$ cat src/rtl/bnn_param_loader_pkg.sv
// Shared types and sizing helpers for the BNN parameter loader.
package bnn_pkg;

    typedef enum logic [1:0] {
        IDLE,
        WAIT_BYTE,
        SHIFT,
        DONE
    } loader_state_t;

    localparam int NEURON_INPUTS    = 8;
    localparam int NEURON_BIAS_BITS = 3;
    localparam int BYTE_W           = 8;

    // Bits held by a daisy chain of `neurons` neurons (weights plus bias).
    function automatic int chain_bits(input int neurons);
        return neurons * (NEURON_INPUTS + NEURON_BIAS_BITS);
    endfunction

endpackage

$ cat src/rtl/bnn_param_loader_if.sv
// Byte source / serial chain bundle between the parameter source and the loader.
interface bnn_param_loader_if #(
    parameter int CNT_W = 5
);
    logic             start;
    logic [7:0]       data_in;
    logic             data_valid;
    logic             data_ready;
    logic             setup;
    logic             param_out;
    logic             busy;
    logic             loaded;
    logic [CNT_W-1:0] bits_loaded;

    modport master (
        output start, data_in, data_valid,
        input  data_ready, setup, param_out, busy, loaded, bits_loaded
    );

    modport slave (
        input  start, data_in, data_valid,
        output data_ready, setup, param_out, busy, loaded, bits_loaded
    );
endinterface

$ cat src/rtl/bnn_param_loader_byte_serializer.sv
// 8-bit MSB-first shift register; last_bit_o flags the final bit of the current byte.
module byte_serializer
    import bnn_pkg::*;
(
    input  logic              clk,
    input  logic              rst_n,
    input  logic              clear_i,
    input  logic              load_i,
    input  logic              shift_i,
    input  logic              truncate_i,
    input  logic [BYTE_W-1:0] data_i,
    output logic              msb_o,
    output logic              last_bit_o
);
    logic [BYTE_W-1:0] sr_q;
    logic [2:0]        idx_q;

    // Load beats shift so a byte can be taken on the previous byte's last bit.
    always_ff @(posedge clk or negedge rst_n) begin
        if (!rst_n) begin
            sr_q  <= '0;
            idx_q <= '0;
        end else if (clear_i) begin
            sr_q  <= '0;
            idx_q <= '0;
        end else if (load_i) begin
            sr_q  <= data_i;
            idx_q <= 3'd7;
        end else if (shift_i) begin
            sr_q  <= {sr_q[BYTE_W-2:0], 1'b0};
            idx_q <= idx_q - 3'd1;
        end
    end

    assign msb_o      = sr_q[BYTE_W-1];
    assign last_bit_o = (idx_q == 3'd0) | truncate_i;

endmodule

$ cat src/rtl/bnn_param_loader.sv
// Serialises parameter bytes onto the neuron daisy chain and stops after CHAIN_BITS bits.
module bnn_param_loader
    import bnn_pkg::*;
#(
    parameter int CHAIN_BITS = chain_bits(2),
    parameter int CNT_W      = $clog2(CHAIN_BITS + 1)
) (
    input  logic              clk,
    input  logic              rst_n,
    bnn_param_loader_if.slave ld_if
);
    loader_state_t    state_q;
    logic [CNT_W-1:0] cnt_q;
    logic             setup_q;
    logic             param_q;
    logic             loaded_q;

    logic sh_msb;
    logic sh_last;
    logic final_bit;
    logic in_shift;
    logic byte_end;
    logic accept;

    assign in_shift  = (state_q == SHIFT);
    assign final_bit = (cnt_q == CNT_W'(CHAIN_BITS - 1));
    assign byte_end  = in_shift & sh_last;

    // Ready on the last bit of a byte keeps the stream bubble-free, except when
    // that bit completes the chain.
    assign ld_if.data_ready = ((state_q == WAIT_BYTE) | (byte_end & ~final_bit)) & ~ld_if.start;
    assign accept           = ld_if.data_valid & ld_if.data_ready;

    byte_serializer u_ser (
        .clk        (clk),
        .rst_n      (rst_n),
        .clear_i    (ld_if.start),
        .load_i     (accept),
        .shift_i    (in_shift & ~ld_if.start),
        .truncate_i (final_bit),
        .data_i     (ld_if.data_in),
        .msb_o      (sh_msb),
        .last_bit_o (sh_last)
    );

    always_ff @(posedge clk or negedge rst_n) begin
        if (!rst_n) begin
            state_q  <= IDLE;
            cnt_q    <= '0;
            setup_q  <= 1'b0;
            param_q  <= 1'b0;
            loaded_q <= 1'b0;
        end else if (ld_if.start) begin
            state_q  <= WAIT_BYTE;
            cnt_q    <= '0;
            setup_q  <= 1'b0;
            loaded_q <= 1'b0;
        end else begin
            case (state_q)
                IDLE: begin
                    setup_q <= 1'b0;
                end
                WAIT_BYTE: begin
                    setup_q <= 1'b0;
                    if (accept) state_q <= SHIFT;
                end
                SHIFT: begin
                    setup_q <= 1'b1;
                    param_q <= sh_msb;
                    if (cnt_q != CNT_W'(CHAIN_BITS)) cnt_q <= cnt_q + CNT_W'(1);
                    if (final_bit)             state_q <= DONE;
                    else if (sh_last & ~accept) state_q <= WAIT_BYTE;
                end
                DONE: begin
                    setup_q  <= 1'b0;
                    loaded_q <= 1'b1;
                end
                default: begin
                    state_q <= IDLE;
                    setup_q <= 1'b0;
                end
            endcase
        end
    end

    assign ld_if.setup       = setup_q;
    assign ld_if.param_out   = param_q;
    assign ld_if.loaded      = loaded_q;
    assign ld_if.busy        = (state_q == WAIT_BYTE) | in_shift;
    assign ld_if.bits_loaded = cnt_q;

endmodule

$ cat src/flat_wrapper.sv
// flat-port wrapper written by rule: the top's interface ports become plain ports
module bnn_param_loader_flat import bnn_pkg::*;
#(
    parameter int CHAIN_BITS = chain_bits(2),
    parameter int CNT_W      = $clog2(CHAIN_BITS + 1)
)
  (clk, rst_n, ld_if_start, ld_if_data_in, ld_if_data_valid, ld_if_data_ready, ld_if_setup, ld_if_param_out, ld_if_busy, ld_if_loaded, ld_if_bits_loaded);
  bnn_param_loader_if #(.CNT_W(CNT_W)) ld_if_i ();
  input  logic clk;
  input  logic rst_n;
  input wire logic [$bits(ld_if_i.start)-1:0] ld_if_start;
  input wire logic [$bits(ld_if_i.data_in)-1:0] ld_if_data_in;
  input wire logic [$bits(ld_if_i.data_valid)-1:0] ld_if_data_valid;
  output wire logic [$bits(ld_if_i.data_ready)-1:0] ld_if_data_ready;
  output wire logic [$bits(ld_if_i.setup)-1:0] ld_if_setup;
  output wire logic [$bits(ld_if_i.param_out)-1:0] ld_if_param_out;
  output wire logic [$bits(ld_if_i.busy)-1:0] ld_if_busy;
  output wire logic [$bits(ld_if_i.loaded)-1:0] ld_if_loaded;
  output wire logic [$bits(ld_if_i.bits_loaded)-1:0] ld_if_bits_loaded;
  assign ld_if_i.start = ld_if_start;
  assign ld_if_i.data_in = ld_if_data_in;
  assign ld_if_i.data_valid = ld_if_data_valid;
  assign ld_if_data_ready = ld_if_i.data_ready;
  assign ld_if_setup = ld_if_i.setup;
  assign ld_if_param_out = ld_if_i.param_out;
  assign ld_if_busy = ld_if_i.busy;
  assign ld_if_loaded = ld_if_i.loaded;
  assign ld_if_bits_loaded = ld_if_i.bits_loaded;
  bnn_param_loader #(.CHAIN_BITS(CHAIN_BITS), .CNT_W(CNT_W)) u_core (.clk(clk), .rst_n(rst_n), .ld_if(ld_if_i));
endmodule
$ cat config.mk
export PLATFORM = sky130hd
export DESIGN_NAME = bnn_param_loader_flat
export DESIGN_NICKNAME = d
export VERILOG_FILES = /design/src/rtl/bnn_param_loader_pkg.sv /design/src/rtl/bnn_param_loader_if.sv /design/src/rtl/bnn_param_loader_byte_serializer.sv /design/src/rtl/bnn_param_loader.sv /design/src/flat_wrapper.sv
export SDC_FILE = /design/constraint.sdc
export NUM_CORES = 1
export LEC_CHECK = 0
export ABC_AREA = 0
export BUFFER_PORTS_ARGS = -buffer_cell sky130_fd_sc_hd__buf_4
export CAP_MARGIN = 20
export CORE_UTILIZATION = 50
export CTS_CLUSTER_SIZE = 10
export DETAILED_ROUTE_END_ITERATION = 10
export HOLD_SLACK_MARGIN = 0.12
export PLACE_DENSITY = 0.73
export SLEW_MARGIN = 20
export SYNTH_ARGS = -nofsm -noshare
export SYNTH_HDL_FRONTEND = slang
export SYNTH_SLANG_ARGS = --single-unit
$ cat constraint.sdc
create_clock -name clk -period 1.9 [get_ports clk]
set_clock_uncertainty 0.2 [all_clocks]
set_input_delay 0.38 -clock clk [delete_from_list [all_inputs] [get_ports clk]]
set_output_delay 0.38 -clock clk [all_outputs]
set_load 0.005 [all_outputs]
==> results.ini, run 1 <==
[route]
drt_iter0_drc = 9
ant_nets = 0
vias = 1025
wl_per_cell_um = 14.53
dr.pass1.iters = 4
drc = 0
wl_um = 2659
viasPerCell = 5.601

[sta]
drv_slew = 0
setup_ws_ps = -131.7
worst_pin_slew_ps = 341.9
setup_violations = 2
fin_crit_ps = 2032
slew_headroom = 0.7691
timing.setup.tns_ps = -166.7
rsz0062_at_grt = yes
hold_viol_final = 0
hold-worst-slack_ps = 133.7
fmax_ghz = 0.4922
finalCritPeriodShare = 1.069

[grt]
antenna_found_initial = 0
grt_usage = 0.2200
grt-ovfl-total = 0
grt_start_max_net_pins = 22
grt_pass1_wl_um = 4271
grt_pass1_vias = 968

[placed_design]
portBuffers = 21
hpwl_um = 1761
gp_congestion = 0.7677
dpl_cell_area_um2 = 1413

[cells_and_area]
antenna_cells = 0
nets = 176
layout-drive-gt1-share = 0.3548
syn_to_final_growth_pct = 31.78
post-route-util = 0.7109
final_cell_area_um2 = 1588

[cts]
ctsHtreeMaxLevel = 1
clock-root-buffer = clkbuf_4
clock_latency_ps = 290
cts_max_path_buffers = 2
path_clk_slew_ps = 110
tritoncts = yes
numCtsBuffers = 3
clock_sinks = 21

[floorplan]
initial_core_util = 0.5395
die_area_um2 = 2610
fp.dieH_um = 51.09
rows = 17
io-pin-count = 22
die_x_um = 51.09
coreArea_um2 = 2233

[synthesis]
yosys.area_share.adder = 0.08307
synth_mux_area_frac = 0.09657
synth.avg_cell_area_um2 = 10.21
async_flop_share = 1.000
synth_edf_count = 0
synth_xor_area_frac = 0.01454
yosysWarnings = 0
yosys.area_share.simple = 0.1641
syn_inst = 118
synth_top_family_by_area = simple AND/OR/NAND/NOR gates
synth-compound-area-share = 0.1433
synthesis.nets = 138
ys.flop_type = dfrtp_1
yosysUniqueCellTypes = 36
ys_seq_elements = 21
seq_area_frac_synth = 0.4361
netlist_area_um2 = 1205

[setup_path]
reg2reg_from = u_core.u_ser.idx_q[0]$_DFFE_PN0P_
worstPathArrival_ps = 1450
startpoint_type = register
worstSetupPathType = reg2out
critPathCaptureType = output port
cp.required_ps = 1320
critical_path.startpoint = u_core.u_ser.idx_q[0]$_DFFE_PN0P_
crit_fanout = 2

[pwr]
power.internal_mw = 1.294
p_seq_frac = 0.339
power_mw = 2.022
swShare = 0.3600
power_switching_mw = 0.7279
p_leak_nw = 0.7742
powerDensity_nw_per_um2 = 1274
clock_power_share = 0.104
peakVddDrop_uv = 868.1
p_comb_frac = 0.557

[run_status]
status = complete, but fails checks
violations = setup timing

[worst_hold_path]
hold_class = in2reg
worstHoldStart = ld_if_data_in[3]

[flow_run]
maxCapViolations = 0

cells by family after synthesis:
family	after synthesis
xor+xnor	2
buf+inv	17
fa+ha+maj	8
flops	21
mux	11
simple gates	34
compound gates	25
timing repair:
item | 4_1_cts | 5_1_grt
gates cloned | 0 | 0
resized for setup | 9 | 5
hold endpoints to repair | 22 | 0
pin swaps | 2 | 3
setup endpoints to repair | 1 | 7
hold buffers | 2 | 0
buffers inserted | 6 | 4
cell type report:
type | instances | area [um^2]
inverters | 10 | 37.54
multi-input cells | 80 | 654.4
flip-flops and latches | 21 | 525.5
fillers | 163 | 645.6
well taps | 28 | 35.03
repair buffers | 40 | 309.0
clock buffers | 4 | 26.28
power by group through the flow:
stage	Combinational, mW	Sequential [mW]	Clock, mW
floorplan	0.567	0.687	0
global placement	0.816	0.684	0
detailed placement	0.859	0.692	0
CTS	1.03	0.678	0.220
global route	1.23	0.703	0.232
finish	1.13	0.686	0.210
final timing paths:
path | endpoint | slack [ps] | cells past startpoint
max | ld_if_data_ready | -130 | 5
min | u_core.u_ser.sr_q[3]$_DFFE_PN0P_ | 130 | 3
max reg2reg | u_core.state_q[1]$_DFFE_PN0P_ | -30 | 8
min reg2reg | u_core.ld_if.param_out$_DFFE_PN0P_ | 330 | 1
max in group asynchronous | u_core.ld_if.param_out$_DFFE_PN0P_ | 990 | 2
min in group asynchronous | u_core.u_ser.sr_q[0]$_DFFE_PN0P_ | 290 | 2
Yosys cell counts (2+ instances only):
cell type,n,area share
dfrtp_1,21,0.44
buf_2,2,0.0083
ha_1,8,0.083
nor2_1,4,0.012
clkbuf_1,2,0.0062
inv_1,9,0.028
o21ai_0,3,0.012
a21oi_1,7,0.029
nand2b_1,8,0.042
a32o_1,2,0.017
nand4_1,3,0.016
o211ai_1,7,0.044
mux2i_1,9,0.075
nand2_1,11,0.034
worst max-delay path, stage by stage (launching register included):
cell,delay (ps)
dfrtp_1,380
inv_1,80
ha_4,160
ha_4,150
a32o_1,250
buf_4,130
per-stage QoR:
stage / instances / setup slack, ps
after global routing: 183 / -166.0
after detailed placement: 167 / 45.19
final: 183 / -131.7
after floorplan: 118 / 160.4
after global placement: 167 / 97.01
after CTS: 179 / -121.5
registers in the layout (all words and copies together), names as in the netlist:
register and cells:
u_core.ld_if.param_out 1, u_core.state_q 2, u_core.ld_if.setup 1, u_core.ld_if.bits_loaded 5, u_core.u_ser.idx_q 3, u_core.ld_if.loaded 1, u_core.u_ser.sr_q 8
cell usage in the layout, fill, tap and decap left out, types with 4 or more instances in the layout:
cell      synthesis  layout
o211ai_1          7       7
inv_2             1       4
nor2_1            4       4
nand2_1          11      11
buf_4             0      37
nand2b_1          8       8
a21oi_1           7       7
inv_1             9       6
dfrtp_1          21      21
mux2i_1           9       9
layer usage:
layer	GRT usage	vias to the layer above	wire length (um)
met2	0.3816	23	1343
met3	0.02679	2	75
met1	0.2865	505	1226
met5	0	-	0
met4	0.06019	0	13
li1	-	495	-
Note: power is estimated with default switching activity, not from simulation.
==> run 2: changes to the inputs <==
- CTS_BUF_LIST: unset -> sky130_fd_sc_hd__clkbuf_4
==> run 2 against run 1 <==
The flow still finishes with violations (setup timing). Via count fell by 0.39%. First-iteration DRC count rose to 2.8 times the previous value. Worst hold slack barely moved. Die area did not move. Register-to-register slack improved by 90 ps. Non-clock buffer count fell by 2. Sequential power barely moved. Cell count fell by 1.1%. Global-route usage rose by 0.44 points. Largest power group unchanged. Flip-flop and latch count did not move. Core utilization fell by 0.45 points.
==> results.ini, run 2 (synthesized netlist as in run 1, its figures left out) <==
[run_status]
status = complete, but fails checks
violations = setup timing

[grt]
grt_pass1_vias = 985
antenna_found_initial = 0
grt_usage = 0.2245
grt_pass1_wl_um = 4340
grt_start_max_net_pins = 22
grt-ovfl-total = 0

[setup_path]
crit_fanout = 2
slowest_stage = dfrtp_1
path_cells = inv_1, ha_2, nor2b_4, a32o_1, buf_4
cp.required_ps = 1320
critPathCaptureType = output port
worstSetupPathType = reg2out
max_stage_delay_ps = 370
worstPathArrival_ps = 1440
r2r_setup_slack_ps = 60
startpoint_type = register

[cells_and_area]
regMostFlops = u_core.u_ser.sr_q
fin_cells = 181
final_common_cell = buf_4
syn_to_final_growth_pct = 30.94
nets = 174
antenna_cells = 0
final_cell_mix = buf_4, dfrtp_1, nand2_1, mux2i_1, nand2b_1
largest_reg_flops = 8
post-route-util = 0.7064
layout-drive-gt1-share = 0.3595
nFillCells = 162

[route]
viasPerCell = 5.641
ant_nets = 0
wl_um = 2691
dr.pass1.iters = 4
drt_iter0_drc = 25
vias = 1021
wl_per_cell_um = 14.87
drc = 0

[floorplan]
io-pin-count = 22
fp.dieH_um = 51.09
die_area_um2 = 2610
coreArea_um2 = 2233
die_x_um = 51.09
initial_core_util = 0.5395
rows = 17

[cts]
numCtsBuffers = 3
clock_sinks = 21
path_clk_slew_ps = 120
clock_latency_ps = 290
cts_max_path_buffers = 2
clock-root-buffer = clkbuf_4
tritoncts = yes
ctsHtreeMaxLevel = 1

[sta]
slew_headroom = 0.7627
fmax_ghz = 0.4958
drv_slew = 0
finalCritPeriodShare = 1.062
timing.setup.tns_ps = -117.1
setup_ws_ps = -117.1
fin_crit_ps = 2017
setup_violations = 1
hold_viol_final = 0
worst_pin_slew_ps = 351.4
rsz0062_at_grt = yes

[pwr]
powerDensity_nw_per_um2 = 1278
peakVddDrop_uv = 963.6
power_mw = 2.016
p_leak_nw = 0.7729

[placed_design]
gp_congestion = 0.7677
hpwl_um = 1761
portBuffers = 21
place_ws_ps = 45.19
place_inst = 167

[flow_run]
maxCapViolations = 0

[worst_hold_path]
hold_class = in2reg

[run 2: cell count changes in the layout (fill, tap and decap cells not counted)]
cell	delta
a32o_1	-1
a32o_2	+1
buf_4	-2
clkbuf_1	-1
clkbuf_4	+1
[run 2: final cells by class]
| type | instances | area, um^2 | share of cell area |
|---|---|---|---|
| Clock buffer | 4 | 30.03 | 0.01903 |
| Tap cell | 28 | 35.03 | 0.02220 |
| Timing Repair Buffer | 38 | 294.0 | 0.1864 |
| Sequential cell | 21 | 525.5 | 0.3331 |
| Multi-Input combinational cell | 80 | 655.6 | 0.4155 |
| Inverter | 10 | 37.54 | 0.02379 |
[run 2: final timing paths]
kind / from / to / cells past startpoint
worst max-delay path: u_core.state_q[0]$_DFFE_PN0P_ / ld_if_data_ready / 5
worst min-delay path: ld_if_data_in[3] / u_core.u_ser.sr_q[3]$_DFFE_PN0P_ / 3
worst max register to register: u_core.state_q[0]$_DFFE_PN0P_ / u_core.state_q[1]$_DFFE_PN0P_ / 6
worst min register to register: u_core.ld_if.param_out$_DFFE_PN0P_ / u_core.ld_if.param_out$_DFFE_PN0P_ / 1
max in group asynchronous: rst_n / u_core.ld_if.param_out$_DFFE_PN0P_ / 2
min in group asynchronous: rst_n / u_core.u_ser.sr_q[0]$_DFFE_PN0P_ / 2
[run 2: per-stage QoR]
stage	hold slack, ps	area (um^2)
4_1_cts	125.5	1545
3_3_place_gp	77.71	1413
2_1_floorplan	-115.6	1205
5_1_grt	125.8	1578
3_5_place_dp	79.97	1413
6_report	133.4	1578
[run 2: metal layers]
layer,wire [um],global-route usage,part of all wire,vias to the layer above
met3,99,0.02679,0.037,4
met4,28,0.07407,0.010,0
met1,1177,0.2903,0.44,495
met2,1385,0.3860,0.51,32
met5,0,0,0,-
li1,-,-,-,490
[run 2: worst max-delay path, delay by kind of cell, from the launching register on]
kind | cells | cell delay, ps
DFF | 1 | 370
AOI/OAI and AO/OA | 1 | 260
buffers and inverters | 2 | 200
adders and majority gates | 1 | 190
and+or+nand+nor | 1 | 120
[run 2: where the power goes]
group	internal [mW]	switching, mW
combinational	0.597	0.510
clock	0.0959	0.129
sequential	0.596	0.0877
[run 2: repair_timing]
item                                   CTS  global route
resized for setup                        9             6
pin swaps                                2             4
buffers inserted                         6             4
hold buffers                             2             0
setup endpoints to repair                1             7
endpoints found under the hold margin   22             0
==> run 3: changes to the inputs <==
- PLACE_DENSITY: 0.73 -> unset
- PLACE_DENSITY_LB_ADDON: unset -> 0.15
- RECOVER_POWER: unset -> 50
- SYNTH_HIERARCHICAL: unset -> 1
==> run 3 against run 2 <==
The run still ends with setup timing left. Cell count is 7.2% higher. Die area stayed put. Sequential share of layout area is 2.4 points lower. Synthesized area stayed put. Non-clock buffer count is 12 higher. Synthesized cell count is 1.7% lower. Global-route usage is 1.1 points higher. Clock-buffer cell count is 1 lower. Via count is 3.2% higher. Clock power is 7% lower.
==> results.ini, run 3 <==
[placed_design]
gp_congestion = 0.8311
place_inst = 180
hpwl_um = 1821
place_ws_ps = -345.1
portBuffers = 21

[setup_path]
reg2reg_from = u_core/u_ser/idx_q[0]$_DFFE_PN0P_
r2r_setup_slack_ps = -360
critPathCaptureType = output port
r2r_end = u_core/u_ser/sr_q[7]$_DFFE_PN0P_
worstPathArrival_ps = 1790
r2r_cells = 11
crit_fanout = 2
cp.required_ps = 1320
startpoint_type = register
slowest_stage = dfrtp_1
max_stage_delay_ps = 380
path_cells = inv_1, ha_2, ha_4, or2_4, a31oi_4, buf_6, nor2_2, buf_4
worstSetupPathType = reg2out

[cts]
clock_latency_ps = 300
clock_sinks = 21
numCtsBuffers = 3
ctsHtreeMaxLevel = 1
cts_max_path_buffers = 2
tritoncts = yes
cts_hold_buf = 1
path_clk_slew_ps = 120
clock-root-buffer = clkbuf_4

[worst_hold_path]
hold_class = in2reg
min_path_cells = 2
worstHoldStart = ld_if_start
min_to = u_core/u_ser/sr_q[6]$_DFFE_PN0P_

[route]
drt_iter0_drc = 15
wl_per_cell_um = 14.21
wl_um = 2756
dr.pass1.iters = 5
viasPerCell = 5.433
drc = 0
vias = 1054
ant_nets = 0

[floorplan]
die_x_um = 51.09
initial_core_util = 0.5395
io-pin-count = 22
fp.dieH_um = 51.09
coreArea_um2 = 2233
rows = 17
die_area_um2 = 2610

[cells_and_area]
antenna_cells = 0
fin_cells = 194
nets = 187
final_common_cell = buf_4
regMostFlops = u_core/u_ser/sr_q
final_cell_mix = buf_4, dfrtp_1, inv_1, mux2i_1, nor2b_2
layout-drive-gt1-share = 0.4639
largest_reg_flops = 8
syn_to_final_growth_pct = 41.02

[sta]
hold_viol_final = 0
drv_slew = 0
fin_crit_ps = 2375
fmax_ghz = 0.4211
hold-worst-slack_ps = 91.52
worst_pin_slew_ps = 1162
finalCritPeriodShare = 1.250
setup_violations = 13
slew_headroom = 0.2256
setup_ws_ps = -474.9
rsz0062_at_grt = yes

[synthesis]
ys.flop_type = dfrtp_1
yosysWarnings = 6
syn_inst = 116
synth_area_leaders = dfrtp_1, ha_1, mux2i_1
netlist_area_um2 = 1205
synth.most_common_cell = dfrtp_1
synth.avg_cell_area_um2 = 10.39
synthesis.nets = 136
synth_top_cells_by_count = dfrtp_1, inv_1, a211oi_1
synth_edf_count = 0
yosysTopAreaCell = dfrtp_1
yosysTopAreaCellShare = 0.4361
seq_area_frac_synth = 0.4361
ys_seq_elements = 21
async_flop_share = 1.000
yosysUniqueCellTypes = 35

[pwr]
powerDensity_nw_per_um2 = 950.9
clock_power_share = 0.130
peakVddDrop_uv = 701.5
power_switching_mw = 0.5535
p_comb_frac = 0.516
p_leak_nw = 0.7763
swShare = 0.3426
p_seq_frac = 0.354
power.internal_mw = 1.062

[run_status]
violations = setup timing
status = complete, but fails checks

[grt]
grt-ovfl-total = 0
grt_pass1_vias = 1004
grt_start_max_net_pins = 22
grt_usage = 0.2354
antenna_found_initial = 0
grt_pass1_wl_um = 4464

[flow_run]
maxCapViolations = 0

## run 3: cell count changes in the layout (fill, tap and decap cells not counted), sizes merged, moves of 4 or more
cell / change
o211ai: -7
nand2: -7
buf: +12
nor2b: +7
a211oi: +8
nand2b: -4
## run 3: cell type report
| class | instances | area (um^2) |
|---|---|---|
| sequential | 21 | 525.5 |
| fill | 162 | 534.3 |
| inverter | 11 | 45.04 |
| tap | 28 | 35.03 |
| clock buffer | 3 | 22.52 |
| clock inverter | 1 | 5.005 |
| timing repair inverter | 1 | 7.507 |
| timing repair buffer | 50 | 385.4 |
| multi-input combinational | 79 | 673.1 |
## run 3: worst max-delay path by stage
stage	start	end	slack, ps	cells after the start
floorplan	u_core/ld_if.bits_loaded[1]$_DFFE_PN0P_	u_core/u_ser/sr_q[0]$_DFFE_PN0P_	-270	10
global placement	u_core/u_ser/idx_q[0]$_DFFE_PN0P_	u_core/u_ser/idx_q[1]$_DFFE_PN0P_	-210	9
detailed placement	u_core/ld_if.bits_loaded[1]$_DFFE_PN0P_	u_core/u_ser/sr_q[1]$_DFFE_PN0P_	-350	10
CTS	u_core/u_ser/idx_q[1]$_DFFE_PN0P_	ld_if_data_ready	-430	8
global route	u_core/u_ser/idx_q[0]$_DFFE_PN0P_	ld_if_data_ready	-560	8
finish	u_core/u_ser/idx_q[0]$_DFFE_PN0P_	ld_if_data_ready	-470	8
## run 3: through the flow
stage / util / power (mW) / setup TNS, ps / area [um^2]
3_3_place_gp: 0.6790 / 1.191 / -2124 / 1516
3_5_place_dp: 0.6790 / 1.214 / -3139 / 1516
4_1_cts: 0.7457 / 1.569 / -3352 / 1665
5_1_grt: 0.7608 / 1.718 / -5146 / 1699
2_1_floorplan: - / 0.9258 / -1437 / 1210
6_report: 0.7608 / 1.616 / -3481 / 1699
## run 3: cells by family (layout without fill, tap and decap cells)
| group | after synthesis | count (layout) | synth area share |
|---|---|---|---|
| XOR/XNOR | 2 | 2 | 0.01454 |
| buffers and inverters | 16 | 66 | 0.06438 |
| flip-flops | 21 | 21 | 0.4361 |
| multiplexers | 9 | 9 | 0.07581 |
| AND/OR/NAND/NOR | 38 | 38 | 0.1973 |
| adder cells (fa/ha/maj) | 8 | 8 | 0.08308 |
| AO/OA/AOI/OAI | 22 | 22 | 0.1288 |
## run 3: power by group through the flow
| stage | clock, mW | sequential, mW | combinational (mW) |
|---|---|---|---|
| after floorplan | 0 | 0.591 | 0.334 |
| after global placement | 0 | 0.576 | 0.616 |
| after global routing | 0.239 | 0.579 | 0.899 |
| after CTS | 0.219 | 0.570 | 0.781 |
| final | 0.210 | 0.572 | 0.834 |
| after detailed placement | 0 | 0.580 | 0.634 |
## run 3: repair_timing
action,CTS,global route
setup endpoints to repair,13,15
setup buffers,4,4
gates resized for setup,16,2
gates cloned,1,0
pin swaps,5,3
hold endpoints to repair,24,3
## run 3: per-layer routing
layer | routed length, um | up-vias | part of all wire | global-route usage
met5 | 0 | - | 0 | 0
met4 | 40 | 0 | 0.015 | 0.09722
met3 | 138 | 4 | 0.050 | 0.01786
met2 | 1432 | 39 | 0.52 | 0.4123
met1 | 1143 | 504 | 0.41 | 0.2969
li1 | - | 507 | - | -
## run 3: worst max-delay path, delay by kind of cell, from the launching register on
family	cells	cell delay (ps)
flops	1	380
fa+ha+maj	2	330
buf+inv	3	310
simple gates	2	280
compound gates	1	180
